File: src/rtl/crc4fsk_pkg.sv
// Shared constants, TX state encoding and derived-size helper for the M-FSK frame serdes.
// Defaults describe the 16-bit CRC word carried as 4FSK at 256 samples per symbol.
package crc4fsk_pkg;

  localparam int SAMPLES_PER_SYM_DEF = 256;
  localparam int FRAME_BITS_DEF      = 16;
  localparam int BITS_PER_SYM_DEF    = 2;

  typedef enum logic [1:0] {
    TX_IDLE = 2'd0,
    TX_WAIT = 2'd1,
    TX_SEND = 2'd2
  } tx_state_e;

  function automatic int nsym(input int frame_bits, input int bits_per_sym);
    return frame_bits / bits_per_sym;
  endfunction

endpackage

File: src/rtl/fsk_frame_serdes_if.sv
// Frame/symbol bundle between the serdes (slave) and the CRC framer and modem (master).
// TX side is ready/valid; RX side has no back-pressure.
interface fsk_frame_serdes_if
  import crc4fsk_pkg::*;
#(
  parameter int FRAME_BITS   = FRAME_BITS_DEF,
  parameter int BITS_PER_SYM = BITS_PER_SYM_DEF
);

  logic [FRAME_BITS-1:0]   tx_frame;
  logic                    tx_valid;
  logic                    tx_ready;
  logic [BITS_PER_SYM-1:0] tx_sym;
  logic                    tx_sym_valid;
  logic [BITS_PER_SYM-1:0] rx_sym;
  logic                    rx_sym_valid;
  logic [FRAME_BITS-1:0]   rx_frame;
  logic                    rx_frame_valid;
  logic                    rx_frame_err;

  modport master (
    output tx_frame, tx_valid, rx_sym, rx_sym_valid,
    input  tx_ready, tx_sym, tx_sym_valid, rx_frame, rx_frame_valid, rx_frame_err
  );

  modport slave (
    input  tx_frame, tx_valid, rx_sym, rx_sym_valid,
    output tx_ready, tx_sym, tx_sym_valid, rx_frame, rx_frame_valid, rx_frame_err
  );

endinterface

File: src/rtl/fsk_sym_timer.sv
// Free-running phase/symbol-slot counters with symbol-wrap, frame-boundary and sample-edge flags.
// Flags are combinational from the counter registers; the counters never stall.
module fsk_sym_timer #(
  parameter int SAMPLES_PER_SYM = 256,
  parameter int NSYM            = 8,
  parameter int SAMPLE_PHASE    = 128,
  parameter int PW              = 8,
  parameter int SW              = 3
) (
  input  logic          clk_i,
  input  logic          rst_i,
  output logic [PW-1:0] phase_o,
  output logic [SW-1:0] sym_idx_o,
  output logic          sym_strobe_o,
  output logic          sym_wrap_o,
  output logic          fbe_o,
  output logic          sample_o
);

  localparam logic [PW-1:0] PH_LAST   = PW'(SAMPLES_PER_SYM - 1);
  localparam logic [PW-1:0] PH_SAMPLE = PW'(SAMPLE_PHASE);
  localparam logic [SW-1:0] IDX_LAST  = SW'(NSYM - 1);

  logic [PW-1:0] phase_q, phase_d;
  logic [SW-1:0] sym_idx_q, sym_idx_d;

  assign sym_wrap_o   = (phase_q == PH_LAST);
  assign fbe_o        = sym_wrap_o && (sym_idx_q == IDX_LAST);
  assign sample_o     = (phase_q == PH_SAMPLE);
  assign sym_strobe_o = (phase_q == '0) && !rst_i;
  assign phase_o      = phase_q;
  assign sym_idx_o    = sym_idx_q;

  always_comb begin
    phase_d   = sym_wrap_o ? '0 : phase_q + PW'(1);
    sym_idx_d = sym_idx_q;
    if (sym_wrap_o) begin
      sym_idx_d = (sym_idx_q == IDX_LAST) ? '0 : sym_idx_q + SW'(1);
    end
  end

  always_ff @(posedge clk_i) begin
    if (rst_i) begin
      phase_q   <= '0;
      sym_idx_q <= '0;
    end else begin
      phase_q   <= phase_d;
      sym_idx_q <= sym_idx_d;
    end
  end

endmodule

File: src/rtl/fsk_frame_serdes.sv
// Frame <-> symbol serdes: TX frames start on frame boundaries (back-to-back allowed), RX frames
// are reassembled with an RX_LAG-symbol offset and delivered atomically one cycle after the last slot.
module fsk_frame_serdes
  import crc4fsk_pkg::*;
#(
  parameter int SAMPLES_PER_SYM = SAMPLES_PER_SYM_DEF,
  parameter int FRAME_BITS      = FRAME_BITS_DEF,
  parameter int BITS_PER_SYM    = BITS_PER_SYM_DEF,
  parameter int RX_LAG          = 2,
  parameter int SAMPLE_PHASE    = SAMPLES_PER_SYM / 2,
  localparam int NSYM           = nsym(FRAME_BITS, BITS_PER_SYM),
  localparam int PW             = $clog2(SAMPLES_PER_SYM),
  localparam int SW             = $clog2(NSYM)
) (
  input  logic             clk_sys,
  input  logic             rst,
  fsk_frame_serdes_if.slave bus,
  output logic [PW-1:0]    phase,
  output logic [SW-1:0]    sym_idx,
  output logic             sym_strobe
);

  localparam logic [SW-1:0] IDX_LAST = SW'(NSYM - 1);
  localparam logic [SW-1:0] LAG_W    = SW'(RX_LAG);

  logic sym_wrap, fbe, sample;

  fsk_sym_timer #(
    .SAMPLES_PER_SYM(SAMPLES_PER_SYM),
    .NSYM           (NSYM),
    .SAMPLE_PHASE   (SAMPLE_PHASE),
    .PW             (PW),
    .SW             (SW)
  ) u_timer (
    .clk_i       (clk_sys),
    .rst_i       (rst),
    .phase_o     (phase),
    .sym_idx_o   (sym_idx),
    .sym_strobe_o(sym_strobe),
    .sym_wrap_o  (sym_wrap),
    .fbe_o       (fbe),
    .sample_o    (sample)
  );

  tx_state_e               state_q, state_d;
  logic [FRAME_BITS-1:0]   frame_q, frame_d, load_src;
  logic [BITS_PER_SYM-1:0] tx_sym_q, tx_sym_d;
  logic                    tx_vld_q, tx_vld_d;
  logic                    tx_ready, tx_hs;

  always_ff @(posedge clk_sys) begin
    if (rst) state_q <= TX_IDLE;
    else     state_q <= state_d;
  end

  // A mid-symbol accept during the last SEND symbol parks in WAIT so tx_ready drops until the FBE.
  always_comb begin
    state_d = state_q;
    case (state_q)
      TX_IDLE: if (tx_hs) state_d = fbe ? TX_SEND : TX_WAIT;
      TX_WAIT: if (fbe) state_d = TX_SEND;
      TX_SEND: begin
        if (fbe)        state_d = tx_hs ? TX_SEND : TX_IDLE;
        else if (tx_hs) state_d = TX_WAIT;
      end
      default: state_d = TX_IDLE;
    endcase
  end

  always_comb begin
    tx_ready = (state_q == TX_IDLE) || ((state_q == TX_SEND) && (sym_idx == IDX_LAST));
    tx_hs    = bus.tx_valid && tx_ready;
    load_src = tx_hs ? bus.tx_frame : frame_q;
    frame_d  = frame_q;
    tx_sym_d = tx_sym_q;
    tx_vld_d = tx_vld_q;
    if (fbe && (tx_hs || (state_q == TX_WAIT))) begin
      tx_sym_d = load_src[BITS_PER_SYM-1:0];
      frame_d  = load_src >> BITS_PER_SYM;
      tx_vld_d = 1'b1;
    end else if (fbe && (state_q == TX_SEND)) begin
      tx_sym_d = '0;
      tx_vld_d = 1'b0;
    end else if (sym_wrap && (state_q == TX_SEND)) begin
      tx_sym_d = frame_q[BITS_PER_SYM-1:0];
      frame_d  = frame_q >> BITS_PER_SYM;
    end else if (tx_hs) begin
      frame_d = bus.tx_frame;
    end
  end

  always_ff @(posedge clk_sys) begin
    if (rst) begin
      frame_q  <= '0;
      tx_sym_q <= '0;
      tx_vld_q <= 1'b0;
    end else begin
      frame_q  <= frame_d;
      tx_sym_q <= tx_sym_d;
      tx_vld_q <= tx_vld_d;
    end
  end

  assign bus.tx_ready     = tx_ready;
  assign bus.tx_sym       = tx_sym_q;
  assign bus.tx_sym_valid = tx_vld_q;

  logic [FRAME_BITS-1:0] shadow_q, shadow_d, rx_frame_q, rx_frame_d;
  logic [NSYM-1:0]       filled_q, filled_d;
  logic                  acc_q, acc_d, rx_vld_q, rx_vld_d, rx_err_q, rx_err_d;
  logic [SW-1:0]         slot;

  assign slot = (sym_idx >= LAG_W) ? sym_idx - LAG_W : sym_idx + SW'(NSYM - RX_LAG);

  // filled_q gates the first delivery until every slot has been written since reset.
  always_comb begin
    shadow_d   = shadow_q;
    filled_d   = filled_q;
    acc_d      = acc_q;
    rx_frame_d = rx_frame_q;
    rx_vld_d   = 1'b0;
    rx_err_d   = rx_err_q;
    if (sample) begin
      for (int k = 0; k < NSYM; k++) begin
        if (slot == SW'(k)) shadow_d[k*BITS_PER_SYM +: BITS_PER_SYM] = bus.rx_sym;
      end
      filled_d[slot] = 1'b1;
      acc_d          = acc_q | !bus.rx_sym_valid;
      if (slot == IDX_LAST) begin
        acc_d = 1'b0;
        if (&filled_d) begin
          rx_frame_d = shadow_d;
          rx_vld_d   = 1'b1;
          rx_err_d   = acc_q | !bus.rx_sym_valid;
        end
      end
    end
  end

  always_ff @(posedge clk_sys) begin
    if (rst) begin
      shadow_q   <= '0;
      filled_q   <= '0;
      acc_q      <= 1'b0;
      rx_frame_q <= '0;
      rx_vld_q   <= 1'b0;
      rx_err_q   <= 1'b0;
    end else begin
      shadow_q   <= shadow_d;
      filled_q   <= filled_d;
      acc_q      <= acc_d;
      rx_frame_q <= rx_frame_d;
      rx_vld_q   <= rx_vld_d;
      rx_err_q   <= rx_err_d;
    end
  end

  assign bus.rx_frame       = rx_frame_q;
  assign bus.rx_frame_valid = rx_vld_q;
  assign bus.rx_frame_err   = rx_err_q;

endmodule

File: src/flat_wrapper.sv
// flat-port wrapper written by rule: the top's interface ports become plain ports
module fsk_frame_serdes_flat import crc4fsk_pkg::*;
#(
  parameter int SAMPLES_PER_SYM = SAMPLES_PER_SYM_DEF,
  parameter int FRAME_BITS      = FRAME_BITS_DEF,
  parameter int BITS_PER_SYM    = BITS_PER_SYM_DEF,
  parameter int RX_LAG          = 2,
  parameter int SAMPLE_PHASE    = SAMPLES_PER_SYM / 2,
  localparam int NSYM           = nsym(FRAME_BITS, BITS_PER_SYM),
  localparam int PW             = $clog2(SAMPLES_PER_SYM),
  localparam int SW             = $clog2(NSYM)
)
  (clk_sys, rst, phase, sym_idx, sym_strobe, bus_tx_frame, bus_tx_valid, bus_rx_sym, bus_rx_sym_valid, bus_tx_ready, bus_tx_sym, bus_tx_sym_valid, bus_rx_frame, bus_rx_frame_valid, bus_rx_frame_err);
  fsk_frame_serdes_if #(.FRAME_BITS(FRAME_BITS), .BITS_PER_SYM(BITS_PER_SYM)) bus_i ();
  input  logic clk_sys;
  input  logic rst;
  output logic [PW-1:0] phase;
  output logic [SW-1:0] sym_idx;
  output logic sym_strobe;
  input wire logic [$bits(bus_i.tx_frame)-1:0] bus_tx_frame;
  input wire logic [$bits(bus_i.tx_valid)-1:0] bus_tx_valid;
  input wire logic [$bits(bus_i.rx_sym)-1:0] bus_rx_sym;
  input wire logic [$bits(bus_i.rx_sym_valid)-1:0] bus_rx_sym_valid;
  output wire logic [$bits(bus_i.tx_ready)-1:0] bus_tx_ready;
  output wire logic [$bits(bus_i.tx_sym)-1:0] bus_tx_sym;
  output wire logic [$bits(bus_i.tx_sym_valid)-1:0] bus_tx_sym_valid;
  output wire logic [$bits(bus_i.rx_frame)-1:0] bus_rx_frame;
  output wire logic [$bits(bus_i.rx_frame_valid)-1:0] bus_rx_frame_valid;
  output wire logic [$bits(bus_i.rx_frame_err)-1:0] bus_rx_frame_err;
  assign bus_i.tx_frame = bus_tx_frame;
  assign bus_i.tx_valid = bus_tx_valid;
  assign bus_i.rx_sym = bus_rx_sym;
  assign bus_i.rx_sym_valid = bus_rx_sym_valid;
  assign bus_tx_ready = bus_i.tx_ready;
  assign bus_tx_sym = bus_i.tx_sym;
  assign bus_tx_sym_valid = bus_i.tx_sym_valid;
  assign bus_rx_frame = bus_i.rx_frame;
  assign bus_rx_frame_valid = bus_i.rx_frame_valid;
  assign bus_rx_frame_err = bus_i.rx_frame_err;
  fsk_frame_serdes #(.SAMPLES_PER_SYM(SAMPLES_PER_SYM), .FRAME_BITS(FRAME_BITS), .BITS_PER_SYM(BITS_PER_SYM), .RX_LAG(RX_LAG), .SAMPLE_PHASE(SAMPLE_PHASE)) u_core (.clk_sys(clk_sys), .rst(rst), .bus(bus_i), .phase(phase), .sym_idx(sym_idx), .sym_strobe(sym_strobe));
endmodule
File: config.mk
export PLATFORM = sky130hd
export DESIGN_NAME = fsk_frame_serdes_flat
export DESIGN_NICKNAME = d
export VERILOG_FILES = /design/src/rtl/crc4fsk_pkg.sv /design/src/rtl/fsk_frame_serdes_if.sv /design/src/rtl/fsk_sym_timer.sv /design/src/rtl/fsk_frame_serdes.sv /design/src/flat_wrapper.sv
export SDC_FILE = /design/constraint.sdc
export NUM_CORES = 1
export LEC_CHECK = 0
export ABC_AREA = 1
export CAP_MARGIN = 10
export CORE_MARGIN = 2
export CORE_UTILIZATION = 65
export CTS_CLUSTER_DIAMETER = 100
export DETAILED_ROUTE_END_ITERATION = 6
export DONT_BUFFER_PORTS = 1
export GPL_TIMING_DRIVEN = 0
export PLACE_DENSITY = 0.85
export SLEW_MARGIN = 10
export SYNTH_ARGS = -nofsm -noshare
export SYNTH_HDL_FRONTEND = slang
export SYNTH_SLANG_ARGS = --single-unit
export TNS_END_PERCENT = 50
File: constraint.sdc
create_clock -name clk_sys -period 5.3 [get_ports clk_sys]
set_input_delay 1.59 -clock clk_sys [delete_from_list [all_inputs] [get_ports clk_sys]]
set_output_delay 1.59 -clock clk_sys [all_outputs]
set_load 0.01 [all_outputs]
---- Yosys cells after proc, flatten, opt, wreduce, memory -nomap -nowiden ----
Index checks and enable logic that the tools add are counted.
operators by class
  bitwise operators ....................... 4
  eq/ne operators ......................... 16
  multiplexer cells ....................... 30
  order comparisons ....................... 3
  add/subtract/negate cells ............... 4
  reduce and logical (&&, ||, !) cells .... 23
operators by type and width
  operator               count
  $mux W2                17
  $mux W16               2
  $mux W14               2
  $eq A8 B8 Y1 const B   2
  $eq A3 B3 Y1 const B   5
  $reduce_and A10 Y1     1
  $add A8 B1 Y8 const B  1
  $logic_and A1 B1 Y1    8
  $logic_not A8 Y1       1
  $or A8 B8 Y8           1
  $reduce_and A8 Y1      1
  $eq A3 B2 Y1 const B   2
  $mux W3                2
  $ne A2 B1 Y1 const B   3
  $pmux W2 S3            1
  $mux W1                5
  $lt A3 B4 Y1 const B   1
  $reduce_or A2 Y1       2
  $add A3 B1 Y3 const B  1
  $add A3 B3 Y3 const B  1
  $demux W1 S3           1
  $eq A3 B1 Y1 const B   1
  $ge A3 B1 Y1 const B   1
  $ge A3 B2 Y1 const B   1
  14 further kinds       17
storage, ports and cells
  logic and storage cells ................. 93
  bits of input ports ..................... 22
  flip-flop bits (word level) ............. 75

---- Logic depth before layout (Yosys ltp) ----
Gate-level depths: netlist (run 1).
  word-level depth ........................ 9
  mapped depth ............................ 12
  gate-level depth less buffers ........... 11

---- Cells and area by module ----
A second synthesis (run 1) with hierarchy kept.
second synthesis, totals
  cell total of the unflattened synthesis .. 591
  area, all modules ....................... 3948.8 um^2
modules (own cells, without submodules)
  module            sequential area each (um^2)  instances  area an instance (um^2)  cells each
  fsk_frame_serdes  1281.2                       1          3344.5                   509
  fsk_sym_timer     220.2                        1          604.3                    82

---- Worst setup path before layout (run 1) ----
OpenSTA, ideal clock, no wires.
  kind .................................... input -> output
  start ................................... input rst
  end ..................................... output sym_strobe
  buffers on the path ..................... 1
  path slack .............................. 1632 ps
  stages on the path ...................... 2
  data arrival time ....................... 2078 ps
  path through ............................ clkbuf_1 > nor3_1
on the way
  longest elaborated chain between the ends .. 2
RTL lines
  what                 line                 source
  from (decl)          flat_wrapper.sv:16   input logic rst;
  $logic_not A1 Y1     fsk_sym_timer.sv:30  assign sym_strobe_o = (phase_q == '0) && !rst_i;
  $logic_and A1 B1 Y1  fsk_sym_timer.sv:30
  to (decl)            flat_wrapper.sv:19   output logic sym_strobe;
No other way between the ends.

---- Worst setup path after layout (run 1) ----
  start ................................... register u_core.u_timer.phase_q[0], in the netlist u_core.u_timer.phase_o[0]
  end ..................................... output sym_strobe
on the way
  longest elaborated chain between the ends .. 2
RTL lines
  what                    line                 source
  from (decl)             fsk_sym_timer.sv:24  logic [PW-1:0] phase_q, phase_d;
  from (signal assigned)  fsk_sym_timer.sv:47  phase_q <= phase_d;
  $logic_not A8 Y1        fsk_sym_timer.sv:30
  $logic_and A1 B1 Y1     fsk_sym_timer.sv:30
No other way between the ends.

==> flow_summary.ini, run 1 <==
[flow_run]
drv_cap = 0

[pwr]
pwr-share-seq = 0.529
ir_drop_mv = 0.203
p_leak_nw = 1.99
p_comb_frac = 0.095
total_power_mw = 1.11
p_switching_mw = 0.320
swShare = 0.289
p_per_area_nw_per_um2 = 254
clkPwrFrac = 0.376
internal_power_mw = 0.787

[yosys]
synth_top_area_share = 0.367
yosysWarnings = 0
synth.area.top_cells = dfxtp_1 37%, nand2_1 16%, nor2_1 7.5%, inv_1 6.7%, a21oi_1 5.9%
synth_common_cells = 171 x nand2_1, 82 x nor2_1, 75 x dfxtp_1, 73 x inv_1, 48 x a21oi_1
postSynth.asyncResetShare = 0
ys_ff_latch = 75
synthCells = 624
synth_edf_count = 0
synthDistinctLibCells = 34
synth_area_sq_um = 4090
syn_nets = 657
yosysSeqAreaShare = 0.367
yosysMostFrequentCell = nand2_1
synth_area_per_cell_sq_um = 6.55
synth_flop_cell = dfxtp_1
synth_top_cell_by_area = dfxtp_1

[setup_path]
cp_max_fo = 10
worstPathArrival_ns = 2.37
slowest_delay_ns = 0.50
worstSetupStartpointType = flip-flop
r2r-start = u_core.u_timer.sym_idx_o[0]
r2r-end = u_core.frame_q[0]
cpLargestDelayFamily = simple AND/OR/NAND/NOR gates
cp_cell_sequence = inv_1 -> ha_1 -> nor3b_4 -> clkbuf_1 -> nand4_1 -> nor3_1
crit_path_top_delay_cell = nor3b_4
path_buf_inv = 2
reg2reg_slack_ns = 2.79
r2r_cells = 10
cp-end-kind = output port
cp_data_required_time_ns = 3.71
crit_type = reg -> out

[global_routing]
grt_max_degree = 16
grt_usage = 0.294
grt_pass1_vias = 3597
overflow = 0
antenna_found_initial = 0
grt_pass1_wl_mm = 16.8

[run_status]
outcome = finished clean

[min_path]
hold_start = u_core.filled_q[5]
worstHoldPathType = reg -> reg
holdPathStages = 2
holdPathEnd = u_core.filled_q[5]

[placement]
post-place-cells = 699
globalplace.congestion = 0.955
portBuffers = 0
placed_area_sq_um = 4180
hpwl_mm = 7.27

[timing]
worstMarginPinSlew_ns = 0.577
clock_skew_ns = 0.00877
finalSetupTns_ns = 0
hold_viol_final = 0
period_needed_ns = 3.96
period_share = 0.748
setup_violations = 0
slew_violations = 0
max-slew-margin-rel = 0.615
fmax_ghz = 0.252
rsz0062_at_grt = false

[detailed_routing]
wirelength_mm = 10.1
drtAntennaViolNets = 0
drc = 0
vias_per_cell = 5.77
drt-pass1-iter-count = 5
avgRoutedWirePerCell_microns = 14.1
via_count = 4122
drtIter0Drc = 493

[floorplanning]
core_area_sq_um = 5990
die_y_microns = 83.3
die-width_microns = 83.3
rows = 28
initial_core_util = 0.683
dieArea_sq_um = 6940
io_pins = 56

[clock_network]
cts-root-buf = clkbuf_8
cts_tree = done
cts_resized = 0
clock_sinks = 75
clk_latency_ns = 0.35
htreeDepth = 3
clk_pin_slew_ns = 0.08
numCtsBuffers = 9
postCtsSetupBuffers = 0
clock_path_buffers = 2
ctsHoldBuffers = 0

[cells_and_area]
final_layout_size_suffix_gt1_frac = 0.0719
fin_util = 0.728
antenna_cells = 0
area_growth_pct = 6.73
design_area_sq_um = 4360
fin_cells = 715
nets = 668
-- placed cells by master, fill, tap and decap left out, types with 9 or more instances in the layout --
cell	n
dfxtp_1	75
nand4_1	34
nand2_1	171
clkbuf_8	9
o21ai_0	29
a21oi_1	48
ha_1	11
clkbuf_1	14
nor2_1	82
inv_1	73
nand3_1	39
-- worst min-delay path, delay by kind of cell, from the launching register on --
| kind | cells | cell delay, ns |
|---|---|---|
| flops | 1 | 0.30 |
| compound gates | 1 | 0.06 |
| buf+inv | 1 | 0.05 |
-- worst max-delay path by stage --
| stage | from | end | cells after the start |
|---|---|---|---|
| final | u_core.u_timer.phase_o[0] | sym_strobe | 6 |
| after global routing | u_core.u_timer.phase_o[0] | sym_strobe | 6 |
| after CTS | u_core.u_timer.phase_o[0] | sym_strobe | 6 |
| after detailed placement | rst | sym_strobe | 2 |
| after global placement | rst | sym_strobe | 2 |
| after floorplan | rst | sym_strobe | 2 |
-- final cells by class --
| type | instances | area [sq um] |
|---|---|---|
| fill | 499 | 1630 |
| buffer | 27 | 130 |
| sequential | 75 | 1500 |
| clock buffer | 9 | 124 |
| multi-input combinational | 444 | 2160 |
| inverter | 78 | 293 |
| tap | 75 | 93.8 |
| clock inverter | 7 | 57.6 |
-- power by group through the flow --
stage | clock network, mW | logic (mW) | registers, mW
global placement | 0 | 0.0991 | 0.598
detailed placement | 0 | 0.102 | 0.599
floorplan | 0 | 0.0810 | 0.597
CTS | 0.420 | 0.102 | 0.586
global route | 0.446 | 0.118 | 0.588
finish | 0.416 | 0.105 | 0.586
-- per-layer routing --
| metal | share of wire | GRT usage |
|---|---|---|
| met1 | 0.45 | 0.410 |
| met2 | 0.45 | 0.464 |
| met3 | 0.082 | 0.0676 |
| met4 | 0.014 | 0.0641 |
| met5 | 0 | 0 |
-- metrics by stage --
stage          hold slack (ns)  worst slack, ns
2_1_floorplan            0.425             1.63
3_3_place_gp             0.432             1.45
3_5_place_dp             0.439             1.44
4_1_cts                  0.453             1.33
5_1_grt                  0.470             1.20
6_report                 0.448             1.34
-- registers in the layout (all words and copies together) (netlist names), 2 cells and up --
signal,cells
u_core.u_timer.phase_o,8
u_core.bus.tx_sym,2
u_core.frame_q,16
u_core.u_timer.sym_idx_o,3
u_core.bus.rx_frame,16
u_core.state_q,2
u_core.filled_q,8
u_core.shadow_q,16
-- logic make-up (layout without fill, tap and decap cells) --
| family | count (synthesis) | after routing | share of synthesized area |
|---|---|---|---|
| adders and majority gates | 11 | 11 | 0.0337 |
| AOI/OAI and AO/OA | 86 | 86 | 0.110 |
| xor gates and xnor gates | 1 | 1 | 0.00214 |
| and+or+nand+nor | 346 | 346 | 0.384 |
| DFF | 75 | 75 | 0.367 |
| buffers and inverters | 105 | 121 | 0.103 |
Note: power is estimated with default switching activity, not from simulation.
==> inputs of run 2 (changes only) <==
CORE_UTILIZATION = 57   (was 65)
PLACE_DENSITY = 0.79   (was 0.85)
clock period = 3.35 ns   (was 5.3 ns; I/O delays follow)
==> run 2 against run 1 <==
  * Final cell count up 3.1%
  * Wire length up 1.7%
  * Clock skew about the same
  * Register-to-register slack worse by 2.0 ns
  * Setup slack worse by 0.87 ns
  * Die area up 13%
  * Sequential power up 58%
  * Hold slack better by 0.0029 ns
  * Sequential share of layout area down 0.67 points
  * Largest power group unchanged
==> flow_summary.ini, run 2 (same netlist as run 1, synthesis figures left out) <==
[run_status]
outcome = finished clean

[setup_path]
cp-end-kind = output port
cp_max_fo = 10
worstPathArrival_ns = 1.88
worstSetupStartpointType = flip-flop
cp_data_required_time_ns = 2.34
crit_type = reg -> out
reg2reg_slack_ns = 0.82

[timing]
clock_skew_ns = 0.00854
fmax_ghz = 0.347
worstMarginPinSlew_ns = 0.549
period_share = 0.861
hold_viol_final = 0
slew_violations = 0
setup_violations = 0
rsz0062_at_grt = false
period_needed_ns = 2.89
finalSetupTns_ns = 0
max-slew-margin-rel = 0.634

[pwr]
p_leak_nw = 2.02
ir_drop_mv = 0.284
p_per_area_nw_per_um2 = 429

[floorplanning]
rows = 30
die_y_microns = 88.7
die-width_microns = 88.7
io_pins = 56
initial_core_util = 0.595
core_area_sq_um = 6870
dieArea_sq_um = 7870

[clock_network]
htreeDepth = 3
clock_sinks = 75
clock_path_buffers = 2
clk_latency_ns = 0.36
numCtsBuffers = 9
cts-root-buf = clkbuf_8
clk_pin_slew_ns = 0.08
ctsHoldBuffers = 0
cts_tree = done

[detailed_routing]
via_count = 4010
vias_per_cell = 5.44
drtAntennaViolNets = 0
drtIter0Drc = 402
drt-pass1-iter-count = 6
avgRoutedWirePerCell_microns = 13.9
drc = 0
wirelength_mm = 10.3

[global_routing]
grt_max_degree = 15
grt_pass1_wl_mm = 16.8
overflow = 0
grt_usage = 0.273
antenna_found_initial = 0
grt_pass1_vias = 3588

[placement]
portBuffers = 0
hpwl_mm = 7.35
globalplace.congestion = 0.911

[cells_and_area]
layout_common_cells = 171 x nand2_1, 82 x nor2_1, 75 x dfxtp_1
area_growth_pct = 8.84
nets = 669
layout_commonest_cell = nand2_1
fin_util = 0.648
antenna_cells = 0
final_layout_size_suffix_gt1_frac = 0.0749

[min_path]
worstHoldPathType = reg -> reg

[flow_run]
drv_cap = 0
==> run 2: changes by cell type in the layout (fill, tap and decap cells not counted) <==
cell / delta
clkinv_4: +2
buf_4: +1
clkinv_2: -1
clkinvlp_4: -2
inv_6: -1
inv_8: -1
clkbuf_1: -1
bufinv_16: +2
clkbuf_2: +1
clkbuf_8: +1
==> run 2: metrics by stage <==
stage               instances  instance area (sq um)  power (mW)  setup WS (ns)  hold slack (ns)
global route              737                   4450        1.98          0.360            0.467
floorplan                 624                   4090        1.07          0.740            0.425
CTS                       736                   4440        1.91         0.0511            0.451
finish                    737                   4450        1.91          0.464            0.451
detailed placement        720                   4210        1.11          0.298            0.439
global placement          720                   4210        1.10          0.324            0.434
==> run 2: critical path, stage by stage (launching register included) <==
cell      delay, ns
dfxtp_1        0.38
inv_1          0.08
ha_1           0.14
nor3b_4        0.20
clkbuf_2       0.28
nand4_1        0.11
nor3_1         0.34
==> run 2: cell type report <==
| class | instances | area, sq um |
|---|---|---|
| Clock inverter | 6 | 95.1 |
| Sequential cell | 75 | 1500 |
| Tap cell | 96 | 120 |
| Timing Repair Buffer | 1 | 7.51 |
| Buffer | 27 | 131 |
| Clock buffer | 10 | 138 |
| Fill cell | 646 | 2420 |
| Inverter | 78 | 293 |
| Multi-Input combinational cell | 444 | 2160 |
==> run 2: worst paths after layout <==
check / start / to / cells past startpoint
max: u_core.u_timer.phase_o[0] / sym_strobe / 6
min: u_core.shadow_q[15] / u_core.shadow_q[15] / 2
max reg2reg: u_core.u_timer.sym_idx_o[0] / u_core.frame_q[8] / 10
min reg2reg: u_core.shadow_q[15] / u_core.shadow_q[15] / 2
==> run 2: routing by layer <==
layer	GRT usage	wire, microns	vias to the layer above
met5	0	0	-
met4	0.0937	155	0
met3	0.0634	854	20
met2	0.429	4580	172
met1	0.368	4680	1790
li1	-	-	2028
==> run 2: power breakdown <==
part           internal [mW]  total [mW]  switching (mW)
clock network          0.448       0.813           0.366
registers              0.910       0.927          0.0171
logic                 0.0560       0.169           0.113
==> run 2: timing repair <==
| item | in CTS | in global routing |
|---|---|---|
| setup endpoints to repair | 1 | 1 |
| resized for setup | 1 | 0 |
| buffers inserted | 0 | 1 |
| endpoints found under the hold margin | 0 | 0 |
